File: config.mk
export PLATFORM = sky130hd
export DESIGN_NAME = stark_decode_cjb_grp
export DESIGN_NICKNAME = d
export VERILOG_FILES = /design/src/rtl/stark_decode_cjb_grp.sv
export SDC_FILE = /design/constraint.sdc
export NUM_CORES = 1
export LEC_CHECK = 0
export CAP_MARGIN = 5
export CORE_ASPECT_RATIO = 1.4
export CORE_MARGIN = 5
export CORE_UTILIZATION = 30
export CTS_CLUSTER_SIZE = 8
export DETAILED_ROUTE_END_ITERATION = 10
export HOLD_SLACK_MARGIN = 0.06
export PLACE_DENSITY = 0.86
export SLEW_MARGIN = 30
export SYNTH_ARGS = -nofsm -noshare
export SYNTH_HDL_FRONTEND = slang
export SYNTH_SLANG_ARGS = --single-unit
File: constraint.sdc
create_clock -name clk -period 5.8 [get_ports clk]
set_input_delay 0.58 -clock clk [delete_from_list [all_inputs] [get_ports clk]]
set_output_delay 0.58 -clock clk [all_outputs]
set_load 0.005 [all_outputs]
File: src/rtl/stark_decode_cjb_grp.sv
// rtl/stark_decode_cjb_grp.sv - multi-lane conditional-branch classifier with 2-entry skid output
// Optional STARK_CJB_STATS_EN adds a saturating stat_cjb_total counter of transferred branches.
package Stark_pkg;
  typedef logic [6:0] opcode_t;

  localparam opcode_t OP_ADD = 7'h33;
  localparam opcode_t OP_B0  = 7'h63;
  localparam opcode_t OP_B1  = 7'h67;

  typedef struct packed {
    logic [24:0] operands;
    opcode_t     opcode;
  } any_fmt_t;

  typedef union packed {
    any_fmt_t    any;
    logic [31:0] raw;
  } instruction_t;
endpackage

module stark_decode_cjb_grp
  import Stark_pkg::*;
#(
  parameter int NLANES = 4,
  parameter int LW     = (NLANES > 1) ? $clog2(NLANES) : 1,
  parameter int CW     = $clog2(NLANES + 1)
) (
  input  logic                       clk,
  input  logic                       rst,
  input  logic                       flush,
  input  logic                       in_valid,
  output logic                       in_ready,
  input  logic [NLANES-1:0]          lane_en,
  input  instruction_t [NLANES-1:0]  instr,
  output logic                       out_valid,
  input  logic                       out_ready,
  output logic [NLANES-1:0]          cjb,
  output logic                       any_cjb,
  output logic [LW-1:0]              first_idx,
  output logic [CW-1:0]              cjb_cnt
`ifdef STARK_CJB_STATS_EN
  ,
  output logic [31:0]                stat_cjb_total
`endif
);

  typedef struct packed {
    logic [NLANES-1:0] cjb;
    logic              any;
    logic [LW-1:0]     first;
    logic [CW-1:0]     cnt;
  } res_t;

  typedef enum logic [1:0] {EMPTY, ONE, TWO} state_t;

  state_t state, state_d;
  res_t   res_c, main_q, skid_q;
  logic   in_ready_q;
  logic   accept, transfer;
  logic   load_main, load_skid, move_skid;
  logic   unused_operands;

  // Walk from the top lane down so the last hit is the lowest index.
  always_comb begin
    res_c           = '0;
    unused_operands = 1'b0;
    for (int i = NLANES - 1; i >= 0; i--) begin
      unused_operands = unused_operands ^ (^instr[i].any.operands);
      if (lane_en[i] && (instr[i].any.opcode == OP_B0 || instr[i].any.opcode == OP_B1)) begin
        res_c.cjb[i] = 1'b1;
        res_c.first  = LW'(i);
        res_c.cnt    = res_c.cnt + CW'(1);
      end
    end
    res_c.any = |res_c.cjb;
  end

  assign in_ready  = in_ready_q;
  assign out_valid = (state != EMPTY);
  assign accept    = in_valid && in_ready_q;
  assign transfer  = out_valid && out_ready;

  always_comb begin
    state_d   = state;
    load_main = 1'b0;
    load_skid = 1'b0;
    move_skid = 1'b0;
    if (flush) begin
      state_d = EMPTY;
    end else begin
      case (state)
        EMPTY: begin
          if (accept) begin
            state_d   = ONE;
            load_main = 1'b1;
          end
        end
        ONE: begin
          if (accept && !transfer) begin
            state_d   = TWO;
            load_skid = 1'b1;
          end else if (accept && transfer) begin
            load_main = 1'b1;
          end else if (transfer) begin
            state_d = EMPTY;
          end
        end
        TWO: begin
          if (transfer) begin
            state_d   = ONE;
            move_skid = 1'b1;
          end
        end
        default: state_d = EMPTY;
      endcase
    end
  end

  always_ff @(posedge clk) begin
    if (rst) begin
      state      <= EMPTY;
      main_q     <= '0;
      skid_q     <= '0;
      in_ready_q <= 1'b0;
    end else begin
      state      <= state_d;
      in_ready_q <= (state_d != TWO);
      if (load_main) begin
        main_q <= res_c;
      end else if (move_skid) begin
        main_q <= skid_q;
      end
      if (load_skid) begin
        skid_q <= res_c;
      end
    end
  end

  // Main holds stale data after draining, so gate it off when idle.
  always_comb begin
    cjb       = '0;
    any_cjb   = 1'b0;
    first_idx = '0;
    cjb_cnt   = '0;
    if (out_valid) begin
      cjb       = main_q.cjb;
      any_cjb   = main_q.any;
      first_idx = main_q.first;
      cjb_cnt   = main_q.cnt;
    end
  end

`ifdef STARK_CJB_STATS_EN
  logic [32:0] stat_sum;

  assign stat_sum = {1'b0, stat_cjb_total} + 33'(main_q.cnt);

  always_ff @(posedge clk) begin
    if (rst) begin
      stat_cjb_total <= '0;
    end else if (transfer) begin
      stat_cjb_total <= stat_sum[32] ? 32'hFFFF_FFFF : stat_sum[31:0];
    end
  end
`endif

endmodule

==> impl_metrics.env, run 1 <==
export IMPL_crit_chain="clkdlybuf4s50_1, nand4b_1, nor2_1, inv_1, ha_1, or3_4, nand2_1, ha_1, nand3_1, xor2_1, a211oi_1"
export IMPL_routed_via_density=4.98
export IMPL_ys_async_sr_fraction_pct=0
export IMPL_post_route_util_pct=42.2
export IMPL_drt_iter0_drc=26
export IMPL_grt_pass1_wl_um=5140
export IMPL_grt_max_degree=26
export IMPL_die_h_um=89.5
export IMPL_p_leak_nw=0.640
export IMPL_synth_edff_count=0
export IMPL_crit_top_cell="ha_1"
export IMPL_cts_tree="done"
export IMPL_num_vias=1296
export IMPL_cp_buffers_inverters=2
export IMPL_port_buffers=44
export IMPL_ios=149
export IMPL_seq_area_frac_synth_pct=34.0
export IMPL_firstDrtPassIters=4
export IMPL_cpPeakStageDelay_ns=0.46
export IMPL_drive_gt1_share_pct=6.57
export IMPL_total_power_w=0.000308
export IMPL_worstSetupPathType="input port to flip-flop"
export IMPL_fmax_mhz=335
export IMPL_routabilityCongestion=0.775
export IMPL_clk_pin_slew_ns=0.08
export IMPL_crit_fanout=7
export IMPL_power_density_nw_per_um2=163
export IMPL_startpoint_type="input port"
export IMPL_syn_area_sq_um=1360
export IMPL_cts_buffers=3
export IMPL_status="finished clean"
export IMPL_cts_root_buf="clkbuf_8"
export IMPL_cp_top_family="simple AND/OR/NAND/NOR gates"
export IMPL_dp_cells=256
export IMPL_antenna_cells=0
export IMPL_grt_pass1_vias=1267
export IMPL_cp_data_required_time_ns=5.98
export IMPL_track_usage_pct=11.2
export IMPL_clkSinkCount=23
export IMPL_finalSetupViolCount=0
export IMPL_vdd_ir_drop_worst_mv=0.0806
export IMPL_rows=29
export IMPL_maxSlewViolCount=0
export IMPL_ys_ff_latch=23
export IMPL_slowest_stage="clkdlybuf4s50_1"
export IMPL_syn_num_nets=298
export IMPL_clk_path_buf_depth=2
export IMPL_register_area_sq_um=460
export IMPL_fillers=436
export IMPL_drcViolationCount=0
export IMPL_min_path_type="flip-flop to flip-flop"
export IMPL_drv_cap=0
export IMPL_rsz0062_at_grt="false"
export IMPL_layout_cells_non_filler=260
export IMPL_arrival_ns=3.16
export IMPL_drt_antenna_violating_nets=0
export IMPL_endpoint_kind="flip-flop"
export IMPL_post_cts_setup_buffers=0
export IMPL_h_tree_depth=1
export IMPL_syn_instance_count=158
export IMPL_ys_flop_type="dfxtp_1"
export IMPL_antenna_found_initial=0
export IMPL_dieArea_sq_um=5980
export IMPL_avgSynthCellArea_sq_um=8.58
export IMPL_period_share_pct=51.5
export IMPL_fin_skew_ns=0.00466
export IMPL_setup_tns_ns=0
export IMPL_clock_latency_ns=0.26
export IMPL_grt_ovfl_total=0
export IMPL_die_x_um=66.8
export IMPL_wire_per_inst_um=11.7
export IMPL_final_nets=339
export IMPL_core_area_sq_um=4460
export IMPL_area_growth_pct=39.2
export IMPL_cts_resized=0
export IMPL_ctsHoldBuffers=0
export IMPL_multiInputGateArea_sq_um=842
export IMPL_slew_headroom_pct=43.5
export IMPL_dp_hpwl_um=2410
export IMPL_wl_um=3050
export IMPL_ys_warn_count=0
export IMPL_synth_cell_types=44
export IMPL_fin_crit_ns=2.99
export IMPL_start_util_pct=30.4
export IMPL_hold_violations=0
export IMPL_max_slew_worst_pin_slew_ns=0.844
## layout by cell type (no fill, tap or decap), types with 2 or more instances in the layout
cell type        instances
clkdlybuf4s50_1         44
dfxtp_1                 23
nand2_1                 18
nor2b_1                 13
a211oi_1                12
nor2_1                  11
a21oi_1                  9
mux2i_1                  7
nand3b_1                 5
nor3_1                   4
inv_1                    3
and3b_1                  3
ha_1                     3
clkbuf_8                 3
and2_1                   2
and4b_1                  2
nor4_1                   2
and4bb_2                 2
nand2_2                  2
or4_1                    2
o211ai_1                 2
o311ai_1                 2
a311oi_1                 2
## state kept, by name (all words and copies together), names as in the netlist
name / count
skid_q: 10
main_q: 10
in_ready: 1
state: 2
## worst min-delay path, cell delays in order (launching register included)
cell,delay [ns]
dfxtp_1,0.31
nand2_1,0.05
a21oi_1,0.05
## metal layers
layer  vias up  share of wire, %  GRT usage, %
met5         -                 0             0
met4         0               5.7          10.5
met3        13               7.1          1.51
met2        52                47          19.1
met1       572                41          11.5
li1        659                 -             -
## final timing paths
check	from	to	slack, ns	cells past startpoint
hold / removal	skid_q[9]$_SDFFE_PP0P_	skid_q[9]$_SDFFE_PP0P_	0.46	2
setup / recovery	lane_en[3]	main_q[2]$_SDFFE_PP0P_	2.81	11
hold reg to reg	skid_q[9]$_SDFFE_PP0P_	skid_q[9]$_SDFFE_PP0P_	0.46	2
setup reg to reg	state[1]$_SDFF_PP0_	main_q[4]$_SDFFE_PP0P_	4.22	4
## synthesized netlist by cell type (2+ instances only)
master    number  share of area (%)
clkbuf_1       5                1.4
nand2_2        2               0.92
or4_1          2                1.1
nor4_1         2               0.92
o311ai_1       2                1.3
nand2_1       18                5.0
and4b_1        2                1.5
ha_1           3                2.8
nand3b_1       5                2.8
a311oi_1       2                1.3
and2_1         2               0.92
nor3_1         4                1.5
a211oi_1      12                6.6
nor2_1        11                3.0
a21oi_1        9                3.3
and3b_1        3                1.9
inv_1          3               0.83
nor2b_1       13                6.0
buf_2          3                1.1
mux2i_1        7                5.2
and4bb_2       2                1.8
dfxtp_1       23                 34
o211ai_1       2                1.1
## metrics by stage
stage / area [sq um] / setup WS, ns / hold WS (ns)
after floorplan: 1360 / 3.21 / 0.433
after global placement: 1840 / 2.54 / 0.440
after detailed placement: 1840 / 2.51 / 0.447
after CTS: 1890 / 2.80 / 0.458
after global routing: 1890 / 2.58 / 0.488
final: 1890 / 2.81 / 0.456
## power by group
part	switching, W	internal [W]	total (W)
registers	0.00000202	0.000161	0.000163
clock network	0.0000497	0.0000480	0.0000977
logic	0.0000168	0.0000301	0.0000470
total	0.0000686	0.000239	0.000308
## layout make-up
type                            count  share of cell area, %
Clock buffer                        3                   2.19
Multi-Input combinational cell    123                   44.7
Clock inverter                      1                  0.265
Tap cell                           62                   4.11
Timing Repair Buffer               45                   23.8
Inverter                            3                  0.597
Sequential cell                    23                   24.4
## kinds of logic after synthesis
| family | synth area share, % |
|---|---|
| xor+xnor | 0.646 |
| simple gates | 34.9 |
| buf+inv | 3.88 |
| compound gates | 17.8 |
| mux | 6.00 |
| flops | 34.0 |
| fa+ha+maj | 2.77 |
No activity file was read; power rests on OpenSTA's default activity.
==> inputs of run 2 (changes only) <==
- CORE_UTILIZATION: 30 -> 28
- PLACE_DENSITY: 0.86 -> 0.81
- clock period: 5.8 -> 3.1 ns (I/O delays scaled with it)
==> run 2 against run 1 <==
  * Setup slack lost 2.2 ns
  * Routed wire length grew 1.4%
  * First-iteration DRC count grew 23%
  * Global-route usage shrank 1.0 points
  * Final cell count grew 1.5%
  * Clock skew grew 0.0018 ns
  * Non-clock buffer count grew 2
==> impl_metrics.env, run 2 (synthesized netlist as in run 1, its figures left out) <==
export IMPL_status="finished clean"
export IMPL_post_cts_setup_buffers=0
export IMPL_num_vias=1290
export IMPL_top_regs="main_q (10), skid_q (10), state (2)"
export IMPL_startpoint_type="input port"
export IMPL_drt_antenna_violating_nets=0
export IMPL_ios=149
export IMPL_wire_per_inst_um=11.7
export IMPL_netSwitchingFraction_pct=21.8
export IMPL_rows=30
export IMPL_worstSetupPathType="input port to flip-flop"
export IMPL_hold_violations=0
export IMPL_ctsHoldBuffers=0
export IMPL_fmax_mhz=399
export IMPL_cp_data_required_time_ns=3.27
export IMPL_core_area_sq_um=4770
export IMPL_cts_resized=0
export IMPL_power_density_nw_per_um2=301
export IMPL_min_path_type="flip-flop to flip-flop"
export IMPL_port_buffers=44
export IMPL_p_leak_nw=0.650
export IMPL_fin_skew_ns=0.00649
export IMPL_post_route_util_pct=39.9
export IMPL_critPathLaunch="instr[69]"
export IMPL_drcViolationCount=0
export IMPL_routed_via_density=4.89
export IMPL_arrival_ns=2.68
export IMPL_timing_final_ws_setup_ns=0.591
export IMPL_rsz0062_at_grt="false"
export IMPL_clock_latency_ns=0.26
export IMPL_endpoint_kind="flip-flop"
export IMPL_track_usage_pct=10.1
export IMPL_clk_path_buf_depth=2
export IMPL_clkSinkCount=23
export IMPL_vdd_ir_drop_worst_mv=0.133
export IMPL_fin_crit_ns=2.51
export IMPL_wl_um=3100
export IMPL_start_util_pct=28.4
export IMPL_p_int_w=0.000448
export IMPL_drt_iter0_drc=32
export IMPL_placed_cell_area_sq_um=1860
export IMPL_slew_headroom_pct=42.3
export IMPL_hp_start="skid_q[3]$_SDFFE_PP0P_"
export IMPL_dieArea_sq_um=6350
export IMPL_dp_hpwl_um=2460
export IMPL_h_tree_depth=1
export IMPL_antenna_found_initial=0
export IMPL_grt_pass1_vias=1193
export IMPL_preCtsSetupSlack_ns=0.286
export IMPL_grt_pass1_wl_um=5040
export IMPL_cts_tree="done"
export IMPL_finalSetupViolCount=0
export IMPL_cts_buffers=3
export IMPL_r2r_start="state[1]$_SDFF_PP0_"
export IMPL_drv_cap=0
export IMPL_p_clk_share_pct=31.2
export IMPL_drive_gt1_share_pct=7.50
export IMPL_cts_root_buf="clkbuf_8"
export IMPL_power_switching_w=0.000125
export IMPL_stdcell_area_sq_um=1900
export IMPL_final_nets=341
export IMPL_grt_ovfl_total=0
export IMPL_max_slew_worst_pin_slew_ns=0.863
export IMPL_maxSlewViolCount=0
export IMPL_power_share_sequential_pct=53.4
export IMPL_grt_max_degree=26
export IMPL_final_common_cell="clkdlybuf4s50_1"
export IMPL_antenna_cells=0
export IMPL_area_growth_pct=40.4
export IMPL_p_comb_share_pct=15.4
export IMPL_setup_tns_ns=0
export IMPL_crit_fanout=4
export IMPL_total_power_w=0.000573
export IMPL_die_x_um=68.8
export IMPL_clk_pin_slew_ns=0.08
export IMPL_die_h_um=92.3
export IMPL_period_share_pct=80.9
export IMPL_final_cell_mix="clkdlybuf4s50_1 (44), dfxtp_1 (23), nand2_1 (18)"
export IMPL_routabilityCongestion=0.833
export IMPL_firstDrtPassIters=4
## run 2: path summary, 6_finish.rpt
| path | end | slack (ns) | cells after the start |
|---|---|---|---|
| setup / recovery | main_q[2]$_SDFFE_PP0P_ | 0.59 | 11 |
| hold / removal | skid_q[3]$_SDFFE_PP0P_ | 0.46 | 2 |
| setup reg to reg | main_q[4]$_SDFFE_PP0P_ | 1.49 | 4 |
| hold reg to reg | skid_q[3]$_SDFFE_PP0P_ | 0.46 | 2 |
## run 2: layout make-up
type                       instances  area [sq um]
timing repair buffer              47           463
inverter                           3          11.3
clock inverter                     1          5.00
multi-input combinational        123           842
clock buffer                       3          41.3
fill                             473          2860
sequential                        23           460
tap                               64          80.1
## run 2: worst max-delay path, stage by stage
cell	delay, ns
clkdlybuf4s50_1	0.45
nor3b_1	0.22
and2_1	0.18
inv_1	0.05
ha_1	0.30
or3_4	0.41
nand2_1	0.10
ha_1	0.14
nand3_1	0.09
xor2_1	0.20
a211oi_1	0.23
## run 2: stage by stage
step                      instances  hold slack [ns]
after CTS                       264            0.462
after global routing            264            0.482
final                           264            0.462
after detailed placement        260            0.447
after floorplan                 158            0.387
after global placement          260            0.440
## run 2: power groups by stage
stage	registers, W	clock network [W]	logic [W]
global route	0.000307	0.000199	0.0000956
global placement	0.000313	0	0.0000873
floorplan	0.000312	0	0.0000361
finish	0.000306	0.000179	0.0000884
CTS	0.000306	0.000185	0.0000893
detailed placement	0.000313	0	0.0000889
## run 2: per-layer routing
layer,global-route usage (%),routed length (um),up-vias
met3,1.94,286,5
met5,0,0,-
met2,17.8,1510,48
met1,11.1,1230,572
met4,4.88,69,0
li1,-,-,665
==> patch 1: new RTL, settings of run 2 <==
Change the parameter `NLANES` from 4 to 2.
--- a/src/rtl/stark_decode_cjb_grp.sv
+++ b/src/rtl/stark_decode_cjb_grp.sv
@@ -22,5 +22,5 @@
   import Stark_pkg::*;
 #(
-  parameter int NLANES = 4,
+  parameter int NLANES = 2,
   parameter int LW     = (NLANES > 1) ? $clog2(NLANES) : 1,
   parameter int CW     = $clog2(NLANES + 1)
Interface: changed (5 resized); port bits go from 149 to 79. The function was not compared with the original's and may differ.
==> patch 1 against run 2 <==
Largest power group unchanged; clock power fell by 37%; cell count shrank 44%; cell area down 43%; total power is 38% lower; setup slack improved by 0.61 ns; die area decreased by 38%; area after synthesis decreased by 43%; critical path depth down 8; via count is 43% lower; routed wire length fell by 44%; core utilization is 0.99 points higher; sequential cell count down 8.
==> patch 1: results (changes against run 2) <==
synth_common_cells: "dfxtp_1, nand2_1, a21oi_1, nor2b_1"
ff2ff_path_depth: 4  # unchanged
use_met1_pct: 10.1  # -1.0 points
place_hpwl_um: 1380  # -44%
async_flop_share_pct: 0  # unchanged
final_nets: 188  # -45%
reg2reg_from: "state[1]"
min-delay-start: "main_q[0]"
hold_end: "main_q[0]"
grt_pass1_wl_um: 2830  # -44%
worst_slew_pin_slew_ns: 0.565  # -0.299 ns
cp.arrival_ns: 1.59  # -1.09 ns
synth_cell_type_count: 25  # -43%
cts_buffers: 3  # unchanged
yosysWarnings: 0  # unchanged
ys_seq_area_share_pct: 38.8  # +4.8 points
syn_area_per_cell_sq_um: 9.01  # +5.0%
skew_ns: 0.00769  # +0.00120 ns
drive_gt1_share_pct: 7.96  # +0.46 points
vias: 729  # -43%
leakage_nw: 0.385  # -41%
drt-total-wl_um: 1740  # -44%
cts_resized: 0  # unchanged
crit_fanout: 7  # +3
status: "finished, final reports clean"
n_antenna_cell: 0  # unchanged
met3_usage_pct: 1.23  # -0.71 points
clk_latency_ns: 0.29  # +0.03 ns
gp_congestion: 0.757  # -9.1%
wl_per_cell_um: 11.7  # -0.22%
top_regs: "main_q (6), skid_q (6), state (2)"
reg2reg_to: "main_q[3]"
met2_usage_pct: 17.3  # -0.54 points
grt.total_usage_pct: 9.75  # -0.36 points
cts_buffer_depth: 2  # unchanged
hold_path.class: "register to register"
placed_cells: 145  # -44%
cts-root-buf: "clkbuf_4"
hold_depth: 2  # unchanged
postCtsSetupBuffers: 0  # unchanged
synthTopCellsByArea: "dfxtp_1, mux2i_1, a21oi_1"
dr.first_iter.drc_count: 8  # -75%
ir_drop_mv: 0.135  # +1.5%
first_pass_iters: 4  # unchanged
grt_pass1_vias: 704  # -41%
io_buffers: 26  # -41%
grt_max_degree: 16  # -38%
syn_nets: 160  # -46%
ff2ff_setup_slack_ns: 1.66  # +0.17 ns
==> patch 1: cell count changes after synthesis, sizes merged, moves of 6 or more <==
cell / before / now
nor2b: 13 / 7
nand2: 20 / 11
dfxtp: 23 / 15
nor2: 11 / 5
a211oi: 12 / 2
==> patch 1: cell families (layout without fill, tap and decap cells) <==
logic type	count (synthesis)	in the layout	share of synthesized area, %
adders and majority gates	3	3	4.85
DFF	15	15	38.8
and+or+nand+nor	38	38	27.8
buffers and inverters	6	33	4.85
muxes	5	5	6.46
AOI/OAI and AO/OA	19	19	17.3
==> patch 1: stage by stage <==
stage / cell area, sq um / hold WS (ns) / setup slack (ns) / utilization (%)
after CTS: 1080 / 0.462 / 1.17 / 40.9
after floorplan: 774 / 0.375 / 1.56 / -
after global placement: 1050 / 0.443 / 1.00 / 39.9
final: 1080 / 0.458 / 1.20 / 40.9
after detailed placement: 1050 / 0.448 / 0.933 / 39.9
after global routing: 1080 / 0.479 / 1.04 / 40.9
==> patch 1: final cells by class <==
| cell class | instances | area [sq um] |
|---|---|---|
| Inverter | 3 | 11.3 |
| Sequential cell | 15 | 300 |
| Timing Repair Buffer | 26 | 260 |
| Tap cell | 36 | 45.0 |
| Clock inverter | 1 | 5.00 |
| Fill cell | 281 | 1560 |
| Multi-Input combinational cell | 65 | 437 |
| Clock buffer | 3 | 22.5 |
==> patch 1: metal layers <==
layer | part of all wire [%] | up-vias
met5 | 0 | -
met3 | 7.1 | 4
met2 | 51 | 30
met1 | 39 | 334
met4 | 2.6 | 0
li1 | - | 361
==> patch 1: worst max path at each step <==
stage,startpoint,depth (start not counted),slack [ns],endpoint
floorplan,instr[36],6,1.56,main_q[0]
global placement,instr[4],7,1.00,main_q[0]
detailed placement,lane_en[1],7,0.93,main_q[0]
CTS,state[1],3,1.17,first_idx
global route,instr[4],7,1.04,main_q[0]
finish,state[1],3,1.20,first_idx
==> patch 1: worst max-delay path: stages, from the launching register on <==
cell,delay [ns]
dfxtp_1,0.37
nor2_1,0.38
nor2b_1,0.09
clkdlybuf4s50_1,0.46
==> patch 1: report_power, final <==
group	switching (W)	internal, W
logic	0.0000170	0.0000302
clock network	0.0000647	0.0000480
registers	0.00000181	0.000195
total	0.0000835	0.000273
==> patch 2: new RTL, settings of run 2 <==
Made on the original files. Re-encode `state_t` (3 states) as one-hot, 3 bits wide.
--- a/src/rtl/stark_decode_cjb_grp.sv
+++ b/src/rtl/stark_decode_cjb_grp.sv
@@ -52,5 +52,5 @@
   } res_t;
 
-  typedef enum logic [1:0] {EMPTY, ONE, TWO} state_t;
+  typedef enum logic [2:0] {EMPTY = 3'b001, ONE = 3'b010, TWO = 3'b100} state_t;
 
   state_t state, state_d;
Formal check against the unedited RTL: no difference found for any inputs over 10 cycles, from zero or initial values and one cycle with rst high; not proved beyond that.
==> patch 2 against run 2 <==
Setup slack got worse by 0.28 ns; sequential cell count rose by 1; clock skew fell by 0.0054 ns; combinational power rose by 2.4%; total power rose by 19%; area after synthesis rose by 5.1%; worst hold slack got worse by 0.00062 ns; critical path depth did not move; die area rose by 4.4%; cell area rose by 5.8%; count of clock-buffer cells in the layout did not move; cell count rose by 9.5%; highest routed layer unchanged; routed wire length rose by 9.6%; synthesized cell count rose by 15%.
==> patch 2: results (changes against run 2) <==
status: "finished, final reports clean"
met3_usage_pct: 0.532  # -1.4 points
post-route-period-util_pct: 89.9  # +9.0 points
netlist.area_leader.share_pct: 33.7  # -0.24 points
grt_pass1_wl_um: 5710  # +13%
skew_ns: 0.00111  # -0.00539 ns
yosysWarnings: 0  # unchanged
ys_seq_area_share_pct: 33.7  # -0.24 points
syn_nets: 323  # +8.4%
dr.first_iter.drc_count: 52  # +63%
io_buffers: 44  # unchanged
routed-wl-met2_um: 1690  # +12%
hold_path.class: "register to register"
drive_gt1_share_pct: 5.78  # -1.7 points
clk_latency_ns: 0.27
slew_headroom_pct: 42.7  # +0.42 points
top_regs: "main_q (10), skid_q (10), state (3)"
cts_buffer_depth: 2  # unchanged
dr_wl_met3_um: 232  # -19%
pwr-share-seq_pct: 46.9  # -6.5 points
grt.total_usage_pct: 10.1  # -0.016 points
use_met1_pct: 11.1  # +0.047 points
grt_pass1_vias: 1373  # +15%
grt_max_degree: 25  # -3.8%
cp.arrival_ns: 2.95  # +0.27 ns
synthTopCellsByArea: "dfxtp_1, nand2_1, nor2b_1"
wl_met1_um: 1410  # +15%
synth_top_flop_cell: "dfxtp_1"
holdWs_ns: 0.461  # -0.000622 ns
cts_buffers: 3  # unchanged
postCtsSetupBuffers: 0  # unchanged
routed.top_layer: "met4"
cts-root-buf: "clkbuf_8"
cts_hold_buf: 0  # unchanged
gp_congestion: 0.798  # -4.2%
place_hpwl_um: 2660  # +8.1%
first_pass_iters: 5  # +1
final_nets: 368  # +7.9%
hold_viol_final: 0  # unchanged
internal-power_w: 0.000545  # +22%
met2_usage_pct: 19.7  # +1.8 points
async_flop_share_pct: 0  # unchanged
synth_common_cells: "nand2_1, dfxtp_1, nor2_1, a21oi_1, nor2b_1"
comb_power_share_pct: 13.2  # -2.2 points
ir_drop_mv: 0.130  # -1.8%
ff2ff_setup_slack_ns: 1.05  # -0.44 ns
vias_per_cell: 5.08  # +4.0%
leakage_nw: 0.706  # +8.5%
htreeDepth: 1  # unchanged
grt_antenna_before_repair: 0  # unchanged
grt-ovfl-total: 0  # unchanged
ff2ff_path_depth: 4  # unchanged
wl_per_cell_um: 11.7  # +0.11%
crit_fanout: 3  # -1
synth_cell_type_count: 38  # -14%
==> patch 2: worst max-delay path: stages <==
cell and delay (ns):
clkdlybuf4s50_1 0.39, nand4b_1 0.16, nor3_1 0.23, inv_1 0.09, ha_1 0.33, or3_1 0.41, and2_1 0.20, ha_1 0.27
nand3b_1 0.13, o311ai_1 0.13, a221oi_1 0.31
==> patch 2: stage by stage <==
| stage | total power (W) | area [sq um] | util [%] | setup slack [ns] | instances |
|---|---|---|---|---|---|
| final | 0.000684 | 2010 | 41.3 | 0.312 | 289 |
| after detailed placement | 0.000419 | 1940 | 39.8 | 0.0311 | 285 |
| after CTS | 0.000688 | 2010 | 41.3 | 0.305 | 289 |
| after global routing | 0.000705 | 2010 | 41.3 | 0.118 | 289 |
| after floorplan | 0.000362 | 1420 | - | 0.459 | 181 |
| after global placement | 0.000416 | 1940 | 39.8 | 0.0720 | 285 |
==> patch 2: path summary, 6_finish.rpt <==
path | from | to
worst max-delay path | instr[68] | main_q[1]
worst min-delay path | skid_q[4] | skid_q[4]
worst max register to register | state[1] | main_q[4]
worst min register to register | skid_q[4] | skid_q[4]
==> patch 2: cell type report <==
| class | instances | area [sq um] |
|---|---|---|
| Inverter | 7 | 26.3 |
| Clock buffer | 3 | 41.3 |
| Sequential cell | 24 | 480 |
| Multi-Input combinational cell | 142 | 885 |
| Timing Repair Buffer | 48 | 470 |
| Fill cell | 510 | 2870 |
| Tap cell | 64 | 80.1 |
| Clock inverter | 1 | 30.0 |
==> patch 2: logic make-up (layout without fill, tap and decap cells) <==
group                    count (synthesis)  after routing  synth area share (%)
AND/OR/NAND/NOR                         91             91                  34.5
flip-flops                              24             24                  33.7
XOR/XNOR                                 2              2                  1.23
AO/OA/AOI/OAI                           44             44                  22.0
buffers and inverters                   15             59                  4.13
adder cells (fa/ha/maj)                  5              5                  4.39
